<file path="src/rtl/psum_scratchpad_if.sv">
// Controller <-> partial-sum scratchpad strobe/status bundle.
// Latency: none (wires only).
// Backpressure: none; the controller reads empty/full and must respect them.
interface psum_scratchpad_if #(
    parameter int WIDTH = 16
);
    logic             psum_clear;
    logic             psum_same_addr;
    logic             psum_wen;
    logic [WIDTH-1:0] psum_in;
    logic             psum_next;
    logic             psum_ren;
    logic             accumulate;
    logic [WIDTH-1:0] add_in;
    logic [WIDTH-1:0] psum_out;
    logic             psum_out_valid;
    logic             psum_empty;
    logic             psum_full;
    logic             psum_done;
    logic             psum_ovf;

    // Controller side drives strobes and watches status
    modport master (
        output psum_clear, psum_same_addr, psum_wen, psum_in, psum_next,
               psum_ren, accumulate, add_in,
        input  psum_out, psum_out_valid, psum_empty, psum_full, psum_done, psum_ovf
    );

    // Scratchpad side responds to strobes
    modport slave (
        input  psum_clear, psum_same_addr, psum_wen, psum_in, psum_next,
               psum_ren, accumulate, add_in,
        output psum_out, psum_out_valid, psum_empty, psum_full, psum_done, psum_ovf
    );
endinterface

</file>
<file path="src/rtl/psum_scratchpad.sv">
// Partial-sum scratchpad: FILL accumulates/commits entries, DRAIN pops them in FIFO order.
// Latency: pop -> psum_out/psum_out_valid 1 clock; empty/full combinational from count.
// Backpressure: none; writes/commits while full are dropped (sticky ovf), pops while empty ignored.
module psum_scratchpad #(
    parameter int SCRATCH_DEPTH = 16,
    parameter int SCRATCH_WIDTH = 16
) (
    input  logic              i_clk,
    input  logic              i_rst,
    psum_scratchpad_if.slave  bus
);
    localparam int ADDR_W = $clog2(SCRATCH_DEPTH);
    localparam logic [0:0] ST_FILL  = 1'b0;
    localparam logic [0:0] ST_DRAIN = 1'b1;

    logic [SCRATCH_WIDTH-1:0] r_mem [SCRATCH_DEPTH];
    logic [SCRATCH_DEPTH-1:0] r_open;
    logic [ADDR_W-1:0]        r_wr_ptr;
    logic [ADDR_W-1:0]        r_rd_ptr;
    logic [ADDR_W:0]          r_count;
    logic [0:0]               r_state;
    logic [SCRATCH_WIDTH-1:0] r_out;
    logic                     r_out_vld;
    logic                     r_done;
    logic                     r_ovf;

    logic                     w_empty;
    logic                     w_full;
    logic                     w_fill;
    logic                     w_write;
    logic                     w_commit;
    logic                     w_drop;
    logic                     w_pop;
    logic [SCRATCH_WIDTH-1:0] w_base;
    logic [SCRATCH_WIDTH-1:0] w_wdat;
    logic [SCRATCH_WIDTH-1:0] w_rdat;

    assign w_empty  = (r_count == '0);
    assign w_full   = (r_count == (ADDR_W+1)'(SCRATCH_DEPTH));
    // Write side only acts in settled FILL; the DRAIN->FILL turnaround cycle is a bubble.
    assign w_fill   = (r_state == ST_FILL) && bus.psum_same_addr;
    assign w_write  = w_fill && bus.psum_wen  && !w_full;
    assign w_commit = w_fill && bus.psum_next && !w_full;
    assign w_drop   = w_fill && (bus.psum_wen || bus.psum_next) && w_full;
    // Pop is legal in DRAIN and in the FILL->DRAIN transition cycle alike.
    assign w_pop    = !bus.psum_same_addr && bus.psum_ren && !w_empty;

    // A closed entry starts from zero, so an unwritten commit stores 0.
    assign w_base = r_open[r_wr_ptr] ? r_mem[r_wr_ptr] : '0;
    assign w_wdat = w_base + (bus.psum_wen ? bus.psum_in : '0);
    assign w_rdat = r_mem[r_rd_ptr] + (bus.accumulate ? bus.add_in : '0);

    // Entry storage: accumulate on write, and settle the committed value on commit
    always_ff @(posedge i_clk) begin
        if (w_write || w_commit) begin
            r_mem[r_wr_ptr] <= w_wdat;
        end
    end

    // Mode FSM: FILL -> DRAIN on first pop request, back on same_addr
    always_ff @(posedge i_clk) begin
        if (!i_rst || bus.psum_clear) begin
            r_state <= ST_FILL;
        end else begin
            case (r_state)
                ST_FILL:  if (!bus.psum_same_addr && bus.psum_ren) r_state <= ST_DRAIN;
                ST_DRAIN: if (bus.psum_same_addr)                  r_state <= ST_FILL;
                default:  r_state <= ST_FILL;
            endcase
        end
    end

    // Pointers, count, open flags and sticky overflow
    always_ff @(posedge i_clk) begin
        if (!i_rst || bus.psum_clear) begin
            r_wr_ptr <= '0;
            r_rd_ptr <= '0;
            r_count  <= '0;
            r_open   <= '0;
            r_ovf    <= 1'b0;
        end else begin
            if (w_commit) begin
                r_wr_ptr         <= r_wr_ptr + 1'b1;
                r_count          <= r_count + 1'b1;
                r_open[r_wr_ptr] <= 1'b0;
            end else if (w_write) begin
                r_open[r_wr_ptr] <= 1'b1;
            end
            if (w_pop) begin
                r_rd_ptr <= r_rd_ptr + 1'b1;
                r_count  <= r_count - 1'b1;
            end
            if (w_drop) begin
                r_ovf <= 1'b1;
            end
        end
    end

    // Registered drain output; done marks the word that empties the pad
    always_ff @(posedge i_clk) begin
        if (!i_rst || bus.psum_clear) begin
            r_out     <= '0;
            r_out_vld <= 1'b0;
            r_done    <= 1'b0;
        end else begin
            r_out_vld <= w_pop;
            r_done    <= w_pop && (r_count == (ADDR_W+1)'(1));
            if (w_pop) begin
                r_out <= w_rdat;
            end
        end
    end

    assign bus.psum_out       = r_out;
    assign bus.psum_out_valid = r_out_vld;
    assign bus.psum_empty     = w_empty;
    assign bus.psum_full      = w_full;
    assign bus.psum_done      = r_done;
    assign bus.psum_ovf       = r_ovf;
endmodule

</file>
<file path="src/flat_wrapper.sv">
// flat-port wrapper written by rule: the top's interface ports become plain ports
module psum_scratchpad_flat 
#(
    parameter int SCRATCH_DEPTH = 16,
    parameter int SCRATCH_WIDTH = 16
)
  (i_clk, i_rst, bus_psum_clear, bus_psum_same_addr, bus_psum_wen, bus_psum_in, bus_psum_next, bus_psum_ren, bus_accumulate, bus_add_in, bus_psum_out, bus_psum_out_valid, bus_psum_empty, bus_psum_full, bus_psum_done, bus_psum_ovf);
  psum_scratchpad_if #(.WIDTH(16)) bus_i ();
  input  logic i_clk;
  input  logic i_rst;
  input wire logic [$bits(bus_i.psum_clear)-1:0] bus_psum_clear;
  input wire logic [$bits(bus_i.psum_same_addr)-1:0] bus_psum_same_addr;
  input wire logic [$bits(bus_i.psum_wen)-1:0] bus_psum_wen;
  input wire logic [$bits(bus_i.psum_in)-1:0] bus_psum_in;
  input wire logic [$bits(bus_i.psum_next)-1:0] bus_psum_next;
  input wire logic [$bits(bus_i.psum_ren)-1:0] bus_psum_ren;
  input wire logic [$bits(bus_i.accumulate)-1:0] bus_accumulate;
  input wire logic [$bits(bus_i.add_in)-1:0] bus_add_in;
  output wire logic [$bits(bus_i.psum_out)-1:0] bus_psum_out;
  output wire logic [$bits(bus_i.psum_out_valid)-1:0] bus_psum_out_valid;
  output wire logic [$bits(bus_i.psum_empty)-1:0] bus_psum_empty;
  output wire logic [$bits(bus_i.psum_full)-1:0] bus_psum_full;
  output wire logic [$bits(bus_i.psum_done)-1:0] bus_psum_done;
  output wire logic [$bits(bus_i.psum_ovf)-1:0] bus_psum_ovf;
  assign bus_i.psum_clear = bus_psum_clear;
  assign bus_i.psum_same_addr = bus_psum_same_addr;
  assign bus_i.psum_wen = bus_psum_wen;
  assign bus_i.psum_in = bus_psum_in;
  assign bus_i.psum_next = bus_psum_next;
  assign bus_i.psum_ren = bus_psum_ren;
  assign bus_i.accumulate = bus_accumulate;
  assign bus_i.add_in = bus_add_in;
  assign bus_psum_out = bus_i.psum_out;
  assign bus_psum_out_valid = bus_i.psum_out_valid;
  assign bus_psum_empty = bus_i.psum_empty;
  assign bus_psum_full = bus_i.psum_full;
  assign bus_psum_done = bus_i.psum_done;
  assign bus_psum_ovf = bus_i.psum_ovf;
  psum_scratchpad #(.SCRATCH_DEPTH(SCRATCH_DEPTH), .SCRATCH_WIDTH(SCRATCH_WIDTH)) u_core (.i_clk(i_clk), .i_rst(i_rst), .bus(bus_i));
endmodule
</file>
<file path="config.mk">
export PLATFORM = sky130hd
export DESIGN_NAME = psum_scratchpad_flat
export DESIGN_NICKNAME = d
export VERILOG_FILES = /design/src/rtl/psum_scratchpad_if.sv /design/src/rtl/psum_scratchpad.sv /design/src/flat_wrapper.sv
export SDC_FILE = /design/constraint.sdc
export NUM_CORES = 1
export LEC_CHECK = 0
export ABC_CLOCK_PERIOD_IN_PS = 9300
export BUFFER_PORTS_ARGS = -buffer_cell sky130_fd_sc_hd__clkbuf_2
export CORE_MARGIN = 2
export CORE_UTILIZATION = 55
export CTS_BUF_LIST = sky130_fd_sc_hd__clkbuf_4
export CTS_CLUSTER_SIZE = 20
export DETAILED_ROUTE_END_ITERATION = 10
export PLACE_DENSITY_LB_ADDON = 0.15
export SYNTH_ARGS = -nofsm -noshare
export SYNTH_HDL_FRONTEND = slang
export SYNTH_SLANG_ARGS = --single-unit
</file>
<file path="constraint.sdc">
create_clock -name i_clk -period 9.3 [get_ports i_clk]
set_input_delay 1.395 -clock i_clk [delete_from_list [all_inputs] [get_ports i_clk]]
set_output_delay 1.395 -clock i_clk [all_outputs]
set_load 0.005 [all_outputs]
</file>
# Yosys cells after proc, flatten, opt, wreduce, memory -nomap -nowiden
# Memory sizes are Yosys's and may differ from the RTL's. A register that Yosys moved wholly into a read port is not among the register bits.
# Index checks and enable logic that the tools add are counted.
totals:
  wordCells: 65
  mem_count: 1
  reg_bits: 49
  out_inout_bits: 21
  ram_bits: 256
memory_table:
  columns: ["memory", "words", "word_bits", "rd", "rd_clocked_by_memory_dff", "write_ports", "line", "text"]
  rows:
  - ["u_core.r_mem", 16, 16, 2, 2, 1, "psum_scratchpad.sv:16", "logic [SCRATCH_WIDTH-1:0] r_mem [SCRATCH_DEPTH];"]
classes:
  n_reduce_logical: 21
  n_addsub: 6
  mux: 20
  eq_ne: 2
  order_cmp: 2
  bitwise_logic: 4
op_table:
  columns: ["op", "count"]
  rows:
  - ["16-bit 2-to-1 mux", 5]
  - ["16-bit adder", 2]
  - ["16-bit bitwise AND", 1]
  - ["4-bit 2-to-1 mux", 4]
  - ["16-bit inverter", 1]
  - ["16-bit OR", 1]
  - ["1-bit logical AND", 11]
  - ["5-bit 2-to-1 mux", 2]
  - ["4-bit by 1-bit adder with 4-bit output, second input constant", 2]
  - ["1-bit 2-to-1 mux", 6]
  - ["5-bit by 1-bit adder with 5-bit output, second input constant", 1]
  - ["5-bit by 1-bit equality test with 1-bit output, second input constant", 1]
  - ["5-bit equality test, second input constant", 1]
  - ["5-bit logical NOT", 1]
  - ["4-bit by 5-bit < comparator with 1-bit output, second input constant", 1]
  - ["5-bit by 1-bit subtractor with 5-bit output, second input constant", 1]
  - ["1-bit binary-select mux with 4-bit select", 1]
  - ["1-bit demux with 4-bit select", 1]
  - ["4-bit by 1-bit >= comparator with 1-bit output, second input constant", 1]
  - ["1-bit logical NOT", 4]
  - ["2-bit nonzero test", 2]
  - ["1-bit logical OR", 3]
  - ["1-bit case mux with 2 select lines", 1]
  - ["1-bit inverter", 1]

# Logic depth before layout (Yosys ltp)
# Gate-level depths: netlist of the first run.
logic_depth:
  ltp_word: 7
  ltp_mapped: 16
  depth_no_buf: 14

# Worst setup path before layout of the first run
# No wires, ideal clock.
synth_timing:
  path_type: "register to register"
  startpoint: "register (tool-made name)"
  endpoint: "memory u_core.r_mem[0][8], data pin"
  required_ps: 9011
  path_stages_with_launch: 14
  period_less_slack_ps: 4144
  arrival_time_ps: 3855
  setup_slack_ps: 5156
  path_cell_list: "dfxtp_1 -> buf_2 -> buf_2 -> mux4_2 -> mux4_2 -> nor2b_1 -> ha_1 -> fa_1 -> a21o_1 -> a21oi_1 -> o21bai_1 -> a21oi_1 -> o21bai_1 -> xor2_1"
synth_rtl:
  columns: ["item", "line"]
  rows:
  - ["end: declaration", "psum_scratchpad.sv:16"]

==> impl_metrics.yaml, run 1 <==
run_status:
  status: "completed"
worst_setup_path:
  cp_num_cells: 10
  worst_ep_arrival_time_ns: 5.44
  slowest_delay_ns: 0.90
  timing.critical_path.buf_inv: 2
  rrSetupSlack_ns: 4.19
  startpoint_type: "register"
  path_common_cell: "mux4_2"
  cp_data_required_time_ns: 9.62
  worstSetupPathType: "register to register"
  cp_top_family: "multiplexers"
  ff2ff_path_depth: 10
  crit_slowest_cell: "xnor2_1"
  path_cells: "buf_4, mux4_2, mux4_2, nor2b_1, ha_1, inv_1, o21bai_1, a21o_1, a211oi_1, xnor2_1"
  critPathMaxFanout: 40
  worstSetupEndpointType: "register"
cts:
  ctsHoldBuffers: 0
  cts_made_buffers: 80
  cts_setup_buffers: 0
  cts_tree: "built"
  cts-root-buf: "clkbuf_4"
  clock-sinks: 313
  cts-resized-gates: 0
  clkSlewWorstSetupHoldPaths_ns: 0.07
  clock_path_buffers: 3
  htree_levels: 3
  clock_latency_ns: 0.71
synthesis:
  synthFlopType: "edfxtp_1"
  seq_area_frac_synth_pct: 57.4
  syn_area_sq_mm: 0.0154
  async_reset_ff_share_pct: 0
  synth_cells: 940
  syn_area_per_cell_sq_um: 16.4
  synth_edf_count: 256
  ys_ff_latch: 313
  ys_warn_count: 0
  synth.distinct_cells: 48
  synth_fp_nets: 1020
place:
  pre_cts_slack_ns: 4.15
  placed_cell_area_sq_mm: 0.0161
  hpwlAfterDp_mm: 22.4
  post-place-cells: 1338
  place_congestion: 0.809
  portBuffers: 60
finish:
  drive_above_1_share_pct: 34.8
  design_area_sq_mm: 0.0172
  fillerInstances: 2071
  area_growth_pct: 11.4
  final_cell_mix: "edfxtp_1 (256), mux4_2 (162), clkbuf_4 (110)"
  stdcell_count: 1485
  finalNetCount: 1122
  mostFrequentLayoutCell: "edfxtp_1"
timing:
  relSlewSlack_pct: 16.3
  fin_skew_ns: 0.0510
  hold_viol_final: 0
  tns_ns: 0
  rsz0062_at_grt: "no"
  fin_ws_ns: 4.19
  tightest_slew_ns: 1.25
  holdWs_ns: 0.455
  finalCriticalPeriod_ns: 5.11
  setup_violations: 0
  maxSlewViolCount: 0
  timing.fmax_mhz: 196
  period_share_pct: 55.0
global_route:
  track_usage_pct: 26.8
  grt_pass1_wl_mm: 56.4
  globalRouteOverflowTotal: 0
  grt_max_degree: 41
  grt_pass1_vias: 9258
  antenna_found_initial: 1
die:
  die_h_microns: 171
  die-area_sq_mm: 0.0293
  io_pins: 61
  core-area_sq_mm: 0.0277
  die_width_microns: 171
  start_util_pct: 55.6
  row_count: 61
detailed_routing:
  wirelength_mm: 37.7
  antenna_left: 0
  drc: 0
  drtIter0Drc: 771
  viasPerCell: 6.21
  wl_per_cell_microns: 25.4
  detailroute.via_count: 9225
  detail_route.first_pass.iterations: 5
min_path:
  hold_class: "register to register"
  hold_depth: 2
flow_run:
  maxCapViolCount: 0
pwr:
  leakagePower_nw: 5.67
  power_density_mw_per_mm2: 169
  ir_drop_mv: 0.113
-- per-stage QoR --
stage	utilization, %	total power, mW
global route	61.9	3.01
floorplan	-	1.72
finish	61.9	2.89
global placement	58.3	1.77
detailed placement	58.3	1.78
CTS	61.9	2.92
-- report_power, final --
group	total, mW	switching, mW	internal, mW
logic	0.200	0.115	0.0843
registers	1.55	0.00783	1.54
clock network	1.15	0.564	0.583
total	2.89	0.687	2.21
-- registers in the layout, summed over array words and instances (netlist names), named ones only --
signal,count
u_core.r_state,1
u_core.bus.psum_ovf,1
u_core.bus.psum_done,1
u_core.bus.psum_out_valid,1
u_core.bus.psum_out,16
u_core.r_rd_ptr,4
u_core.r_mem,256
u_core.r_count,5
u_core.r_wr_ptr,4
-- logic make-up (layout without fill, tap and decap cells) --
group | after synthesis | count (layout) | synth area share [%]
xor+xnor | 33 | 33 | 1.88
simple gates | 202 | 202 | 6.39
mux | 169 | 169 | 24.2
buf+inv | 68 | 233 | 1.94
flops | 313 | 313 | 57.4
fa+ha+maj | 40 | 40 | 3.35
other cells | 0 | 2 | 0
compound gates | 115 | 115 | 4.92
-- worst paths after layout --
kind | startpoint | endpoint
min reg2reg | u_core.bus.psum_out[7] | u_core.bus.psum_out[7]
min | u_core.bus.psum_out[7] | u_core.bus.psum_out[7]
max reg2reg | register | u_core.r_mem[15][15]
max | register | u_core.r_mem[15][15]
-- worst register-to-register path, cell delays in order, from the launching register on --
cell and delay [ns]:
dfxtp_4 0.70, buf_4 0.75, mux4_2 0.59, mux4_2 0.48, nor2b_1 0.16, ha_1 0.41
inv_1 0.09, o21bai_1 0.26, a21o_1 0.26, a211oi_1 0.12, xnor2_1 0.90
-- cell usage after synthesis, types with 3 or more instances --
cell | count | share of area (%)
buf_1 | 9 | 0.22
nand2_1 | 44 | 1.1
o21ai_0 | 17 | 0.55
nand4_1 | 5 | 0.20
buf_2 | 17 | 0.55
and3_1 | 4 | 0.16
o21a_1 | 5 | 0.24
clkbuf_1 | 27 | 0.66
xnor2_1 | 21 | 1.2
inv_1 | 12 | 0.29
a211oi_1 | 23 | 1.1
nor2_1 | 64 | 1.6
xor2_1 | 12 | 0.68
and2_1 | 29 | 1.2
dfxtp_1 | 57 | 7.4
a21o_1 | 10 | 0.49
edfxtp_1 | 256 | 50
mux2i_1 | 6 | 0.39
a21oi_1 | 37 | 1.2
a211oi_2 | 3 | 0.24
ha_1 | 38 | 3.1
nand3_1 | 12 | 0.39
buf_6 | 3 | 0.22
nor3_1 | 9 | 0.29
o21bai_1 | 3 | 0.15
mux4_2 | 162 | 24
nand2b_1 | 7 | 0.28
nor2b_1 | 21 | 0.85
-- layer usage --
layer,share of wire [%],GRT usage (%)
met1,41,36.8
met4,3.5,11.1
met2,49,42.9
met3,6.4,4.86
met5,0,0
-- final cells by class --
class / count / area, sq um / share of cell area [%]
Clock buffer: 110 / 826 / 4.81
Clock inverter: 35 / 180 / 1.05
Antenna cell: 2 / 5.00 / 0.0292
Inverter: 12 / 45.0 / 0.263
Sequential cell: 313 / 8840 / 51.5
Tap cell: 378 / 473 / 2.76
Timing Repair Buffer: 76 / 420 / 2.45
Multi-Input combinational cell: 559 / 6360 / 37.1
(Power assumes the default switching activity.)
==> run 2, diff against run 1 <==
--- a/config.mk
+++ b/config.mk
@@ -5,7 +5,7 @@
 export SDC_FILE = /design/constraint.sdc
 export NUM_CORES = 1
 export LEC_CHECK = 0
-export ABC_CLOCK_PERIOD_IN_PS = 9300
+export ABC_CLOCK_PERIOD_IN_PS = 5400
 export BUFFER_PORTS_ARGS = -buffer_cell sky130_fd_sc_hd__clkbuf_2
 export CORE_MARGIN = 2
 export CORE_UTILIZATION = 55
==> constraint.sdc (replaced) <==
create_clock -name i_clk -period 5.4 [get_ports i_clk]
set_input_delay 0.81 -clock i_clk [delete_from_list [all_inputs] [get_ports i_clk]]
set_output_delay 0.81 -clock i_clk [all_outputs]
set_load 0.005 [all_outputs]
==> impl_metrics.yaml, run 2 (synthesized netlist as in run 1, its figures left out) <==
worst_setup_path:
  slowest_delay_ns: 0.96
  worstSetupEndpointType: "register"
  startpoint_type: "register"
  timing.critical_path.buf_inv: 0
  cp_top_family: "compound AO/OA/AOI/OAI gates"
  critPathMaxFanout: 26
  crit_slowest_cell: "xnor2_1"
  ff2ff_path_depth: 11
  path_cells: "mux4_2, mux4_2, nor2b_1, ha_1, o21ai_0, o21ai_0, a21oi_1, o21bai_1, a21o_1, a31oi_1, xnor2_1"
  worstSetupPathType: "register to register"
  cp_data_required_time_ns: 5.72
  worst_ep_arrival_time_ns: 5.21
  rrSetupSlack_ns: 0.51
  rr_endpoint: "u_core.r_mem[2][13]"
finish:
  stdcell_count: 1499
  top_register: "u_core.r_mem"
  area_growth_pct: 12.6
  design_area_sq_mm: 0.0173
  largest_reg_flops: 256
  post-route-util_pct: 62.6
  mostFrequentLayoutCell: "edfxtp_1"
  final_cell_mix: "edfxtp_1 (256), mux4_2 (162), clkbuf_4 (126)"
  finalNetCount: 1139
  drive_above_1_share_pct: 36.6
cts:
  clkSlewWorstSetupHoldPaths_ns: 0.07
  clock_latency_ns: 0.71
  htree_levels: 3
  cts_made_buffers: 82
  cts_setup_buffers: 0
  cts-resized-gates: 0
  cts_tree: "built"
  ctsHoldBuffers: 0
  clock_path_buffers: 3
  cts-root-buf: "clkbuf_4"
  clock-sinks: 313
detailed_routing:
  wl_met2_mm: 18.7
  viasPerCell: 6.18
  wl_met1_mm: 15.7
  drc: 0
  detail_route.first_pass.iterations: 5
  wl_per_cell_microns: 25.4
  wirelength_mm: 38.1
  antenna_left: 0
  drtIter0Drc: 907
  detailroute.via_count: 9260
  dr.max_layer_used: "met4"
  routed-wl-met3_mm: 2.48
timing:
  finalCriticalPeriod_ns: 4.89
  tightest_slew_ns: 1.24
  fin_skew_ns: 0.0436
  fin_ws_ns: 0.506
  holdWs_ns: 0.302
  hold_viol_final: 0
  setup_violations: 0
  maxSlewViolCount: 0
  rsz0062_at_grt: "no"
  period_share_pct: 90.6
  relSlewSlack_pct: 17.0
  tns_ns: 0
  timing.fmax_mhz: 204
global_route:
  globalRouteOverflowTotal: 0
  grt_max_degree: 39
  track_usage_pct: 27.1
  grt_pass1_vias: 9423
  grt_pass1_wl_mm: 57.2
  antenna_found_initial: 1
die:
  row_count: 61
  die_width_microns: 171
  core-area_sq_mm: 0.0277
  die_h_microns: 171
  die-area_sq_mm: 0.0293
  io_pins: 61
  start_util_pct: 55.6
place:
  portBuffers: 60
  hpwlAfterDp_mm: 23.9
  placed_cell_area_sq_mm: 0.0163
  place_congestion: 0.851
  pre_cts_slack_ns: 0.487
  post-place-cells: 1353
min_path:
  hold_class: "primary input to register"
  hold_depth: 2
  min_from: "bus_psum_same_addr"
  min_to: "u_core.r_state"
pwr:
  ir_drop_mv: 0.178
  power_density_mw_per_mm2: 296
  finalPower_mw: 5.12
  leakagePower_nw: 5.79
run_status:
  status: "completed"
flow_run:
  maxCapViolCount: 0
[run 2: layer usage]
metal  up-vias  global-route usage (%)
met1      4712                    37.7
li1       4092                       -
met5         -                       0
met4         0                    10.5
met3        80                    4.60
met2       376                    43.4
[run 2: area by class of cell]
type                    count  area [sq um]
fillers                  2089         10400
repair buffers             91           546
clock buffers             126           946
well taps                 378           473
diodes                      1          2.50
inverters                  12          45.0
multi-input cells         559          6350
flip-flops and latches    313          8840
clock inverters            19           129
[run 2: power by group]
group          internal, mW  switching [mW]  total, mW
Combinational         0.151           0.200      0.351
Clock                  1.15           0.954       2.11
Sequential             2.65          0.0147       2.66
Total                  3.95            1.17       5.12
[run 2: worst max path at each step]
stage | to | slack, ns | cells after the start
5_1_grt | u_core.r_mem[2][13] | 0.11 | 11
3_5_place_dp | u_core.r_mem[14][13] | 0.49 | 11
2_1_floorplan | u_core.r_mem[0][8] | 1.26 | 13
6_report | u_core.r_mem[2][13] | 0.51 | 11
3_3_place_gp | u_core.r_mem[15][13] | 0.64 | 11
4_1_cts | u_core.r_mem[2][13] | 0.49 | 11
==> run 3, diff against run 2 <==
--- a/config.mk
+++ b/config.mk
@@ -5,13 +5,14 @@
 export SDC_FILE = /design/constraint.sdc
 export NUM_CORES = 1
 export LEC_CHECK = 0
-export ABC_CLOCK_PERIOD_IN_PS = 5400
+export ABC_CLOCK_PERIOD_IN_PS = 4900
 export BUFFER_PORTS_ARGS = -buffer_cell sky130_fd_sc_hd__clkbuf_2
 export CORE_MARGIN = 2
 export CORE_UTILIZATION = 55
 export CTS_BUF_LIST = sky130_fd_sc_hd__clkbuf_4
 export CTS_CLUSTER_SIZE = 20
 export DETAILED_ROUTE_END_ITERATION = 10
+export MAX_ROUTING_LAYER = met4
 export PLACE_DENSITY_LB_ADDON = 0.15
 export SYNTH_ARGS = -nofsm -noshare
 export SYNTH_HDL_FRONTEND = slang
==> constraint.sdc (replaced) <==
create_clock -name i_clk -period 4.9 [get_ports i_clk]
set_input_delay 0.735 -clock i_clk [delete_from_list [all_inputs] [get_ports i_clk]]
set_output_delay 0.735 -clock i_clk [all_outputs]
set_load 0.005 [all_outputs]
==> impl_metrics.yaml, run 3 (synthesized netlist as in run 1, its figures left out) <==
detailed_routing:
  drtIter0Drc: 1043
  detailroute.via_count: 9426
  wl_per_cell_microns: 25.7
  antenna_left: 0
  viasPerCell: 6.26
  detail_route.first_pass.iterations: 6
  wirelength_mm: 38.6
  drc: 0
die:
  die-area_sq_mm: 0.0293
  core-area_sq_mm: 0.0277
  start_util_pct: 55.6
  io_pins: 61
  die_width_microns: 171
  die_h_microns: 171
  row_count: 61
finish:
  mostFrequentLayoutCell: "edfxtp_1"
  finalNetCount: 1142
  stdcell_count: 1506
  drive_above_1_share_pct: 37.0
  area_growth_pct: 13.2
  top_register: "u_core.r_mem"
  final_cell_mix: "edfxtp_1 (256), mux4_2 (162), clkbuf_4 (121)"
  fillerInstances: 2077
  largest_reg_flops: 256
  post-route-util_pct: 62.9
pwr:
  clkPwrFrac_pct: 41.5
  sequentialPowerShare_pct: 51.6
  power.net_switching_mw: 1.31
  leakagePower_nw: 5.84
  power_frac_comb_pct: 7.0
  p_int_mw: 4.38
  switching_share_pct: 22.9
  ir_drop_mv: 0.250
  power_density_mw_per_mm2: 326
  finalPower_mw: 5.69
cts:
  clkSlewWorstSetupHoldPaths_ns: 0.07
  htree_levels: 3
  clock_latency_ns: 0.71
  ctsHoldBuffers: 0
  cts_tree: "built"
  clock-sinks: 313
  clock_path_buffers: 3
  cts-root-buf: "clkbuf_4"
  cts_made_buffers: 83
timing:
  relSlewSlack_pct: 20.6
  finalCriticalPeriod_ns: 4.48
  tightest_slew_ns: 1.19
  fin_ws_ns: 0.422
  timing.fmax_mhz: 223
  hold_viol_final: 0
  tns_ns: 0
  fin_skew_ns: 0.0627
  rsz0062_at_grt: "no"
  setup_violations: 0
  maxSlewViolCount: 0
  period_share_pct: 91.4
global_route:
  grt_max_degree: 43
  globalRouteOverflowTotal: 0
  grt_pass1_wl_mm: 57.4
  antenna_found_initial: 1
  grt_pass1_vias: 9458
  track_usage_pct: 28.1
place:
  pre_cts_slack_ns: 0.407
  post-place-cells: 1355
  portBuffers: 60
  hpwlAfterDp_mm: 24.0
  place_congestion: 0.848
worst_setup_path:
  rr_endpoint: "u_core.r_mem[5][14]"
  crit_end: "u_core.r_mem[5][14]"
  rrSetupSlack_ns: 0.42
  worstSetupEndpointType: "register"
  startpoint_type: "register"
  critPathMaxFanout: 29
  cp_data_required_time_ns: 5.29
  worst_ep_arrival_time_ns: 4.86
  worstSetupPathType: "register to register"
  ff2ff_path_depth: 13
flow_run:
  maxCapViolCount: 0
min_path:
  hold_class: "primary input to register"
run_status:
  status: "completed"
## run 3: area by class of cell
class / instances / area [sq um] / area share, %
antenna: 1 / 2.50 / 0.0144
tap: 378 / 473 / 2.71
sequential: 313 / 8840 / 50.7
clock inverter: 29 / 196 / 1.13
clock buffer: 121 / 908 / 5.21
multi-input combinational: 559 / 6370 / 36.6
inverter: 12 / 45.0 / 0.259
timing repair buffer: 93 / 586 / 3.36
## run 3: worst min path at each step
stage                        endpoint                   start  cells past startpoint  slack (ns)
6_report               u_core.r_state      bus_psum_same_addr                      2        0.24
5_1_grt                u_core.r_state      bus_psum_same_addr                      2        0.19
4_1_cts                u_core.r_state      bus_psum_same_addr                      2        0.17
3_5_place_dp   u_core.bus.psum_out[3]  u_core.bus.psum_out[3]                      2        0.45
3_3_place_gp   u_core.bus.psum_out[3]  u_core.bus.psum_out[3]                      2        0.44
2_1_floorplan  u_core.bus.psum_out[2]  u_core.bus.psum_out[2]                      2        0.45
## run 3: layer usage
metal | global-route usage [%] | vias up | wire length [microns]
li1 | - | 4108 | -
met3 | 5.89 | 84 | 2970
met1 | 37.8 | 4791 | 15700
met2 | 42.1 | 443 | 18500
met5 | - | - | 0
met4 | 12.3 | 0 | 1440
## run 3: worst max-delay path, stage by stage, from the launching register on
cell and delay [ns]:
dfxtp_4 0.51, buf_4 0.23, buf_12 0.26, mux4_2 0.56, mux4_2 0.51, nor2b_1 0.16
ha_1 0.37, a21o_1 0.15, a21oi_1 0.08, o21ai_0 0.34, nor3_1 0.09, a21oi_1 0.31
nor4_1 0.09, a311o_2 0.49
## run 3: stage by stage
step	hold slack [ns]	instance area [sq um]
3_3_place_gp	0.443	16300
6_report	0.240	17400
5_1_grt	0.188	17400
2_1_floorplan	0.448	15400
3_5_place_dp	0.447	16300
4_1_cts	0.171	17400
## run 3: power groups by stage
stage | Clock (mW) | Combinational (mW) | Sequential [mW]
floorplan | 0 | 0.274 | 2.98
global placement | 0 | 0.384 | 2.99
detailed placement | 0 | 0.389 | 2.99
CTS | 2.41 | 0.392 | 2.93
global route | 2.56 | 0.429 | 2.93
finish | 2.36 | 0.396 | 2.93
## run 3: what timing repair did
item | CTS | global route
endpoints found under the setup margin | 0 | 42
gates resized for setup | 0 | 4
setup buffers | 0 | 0
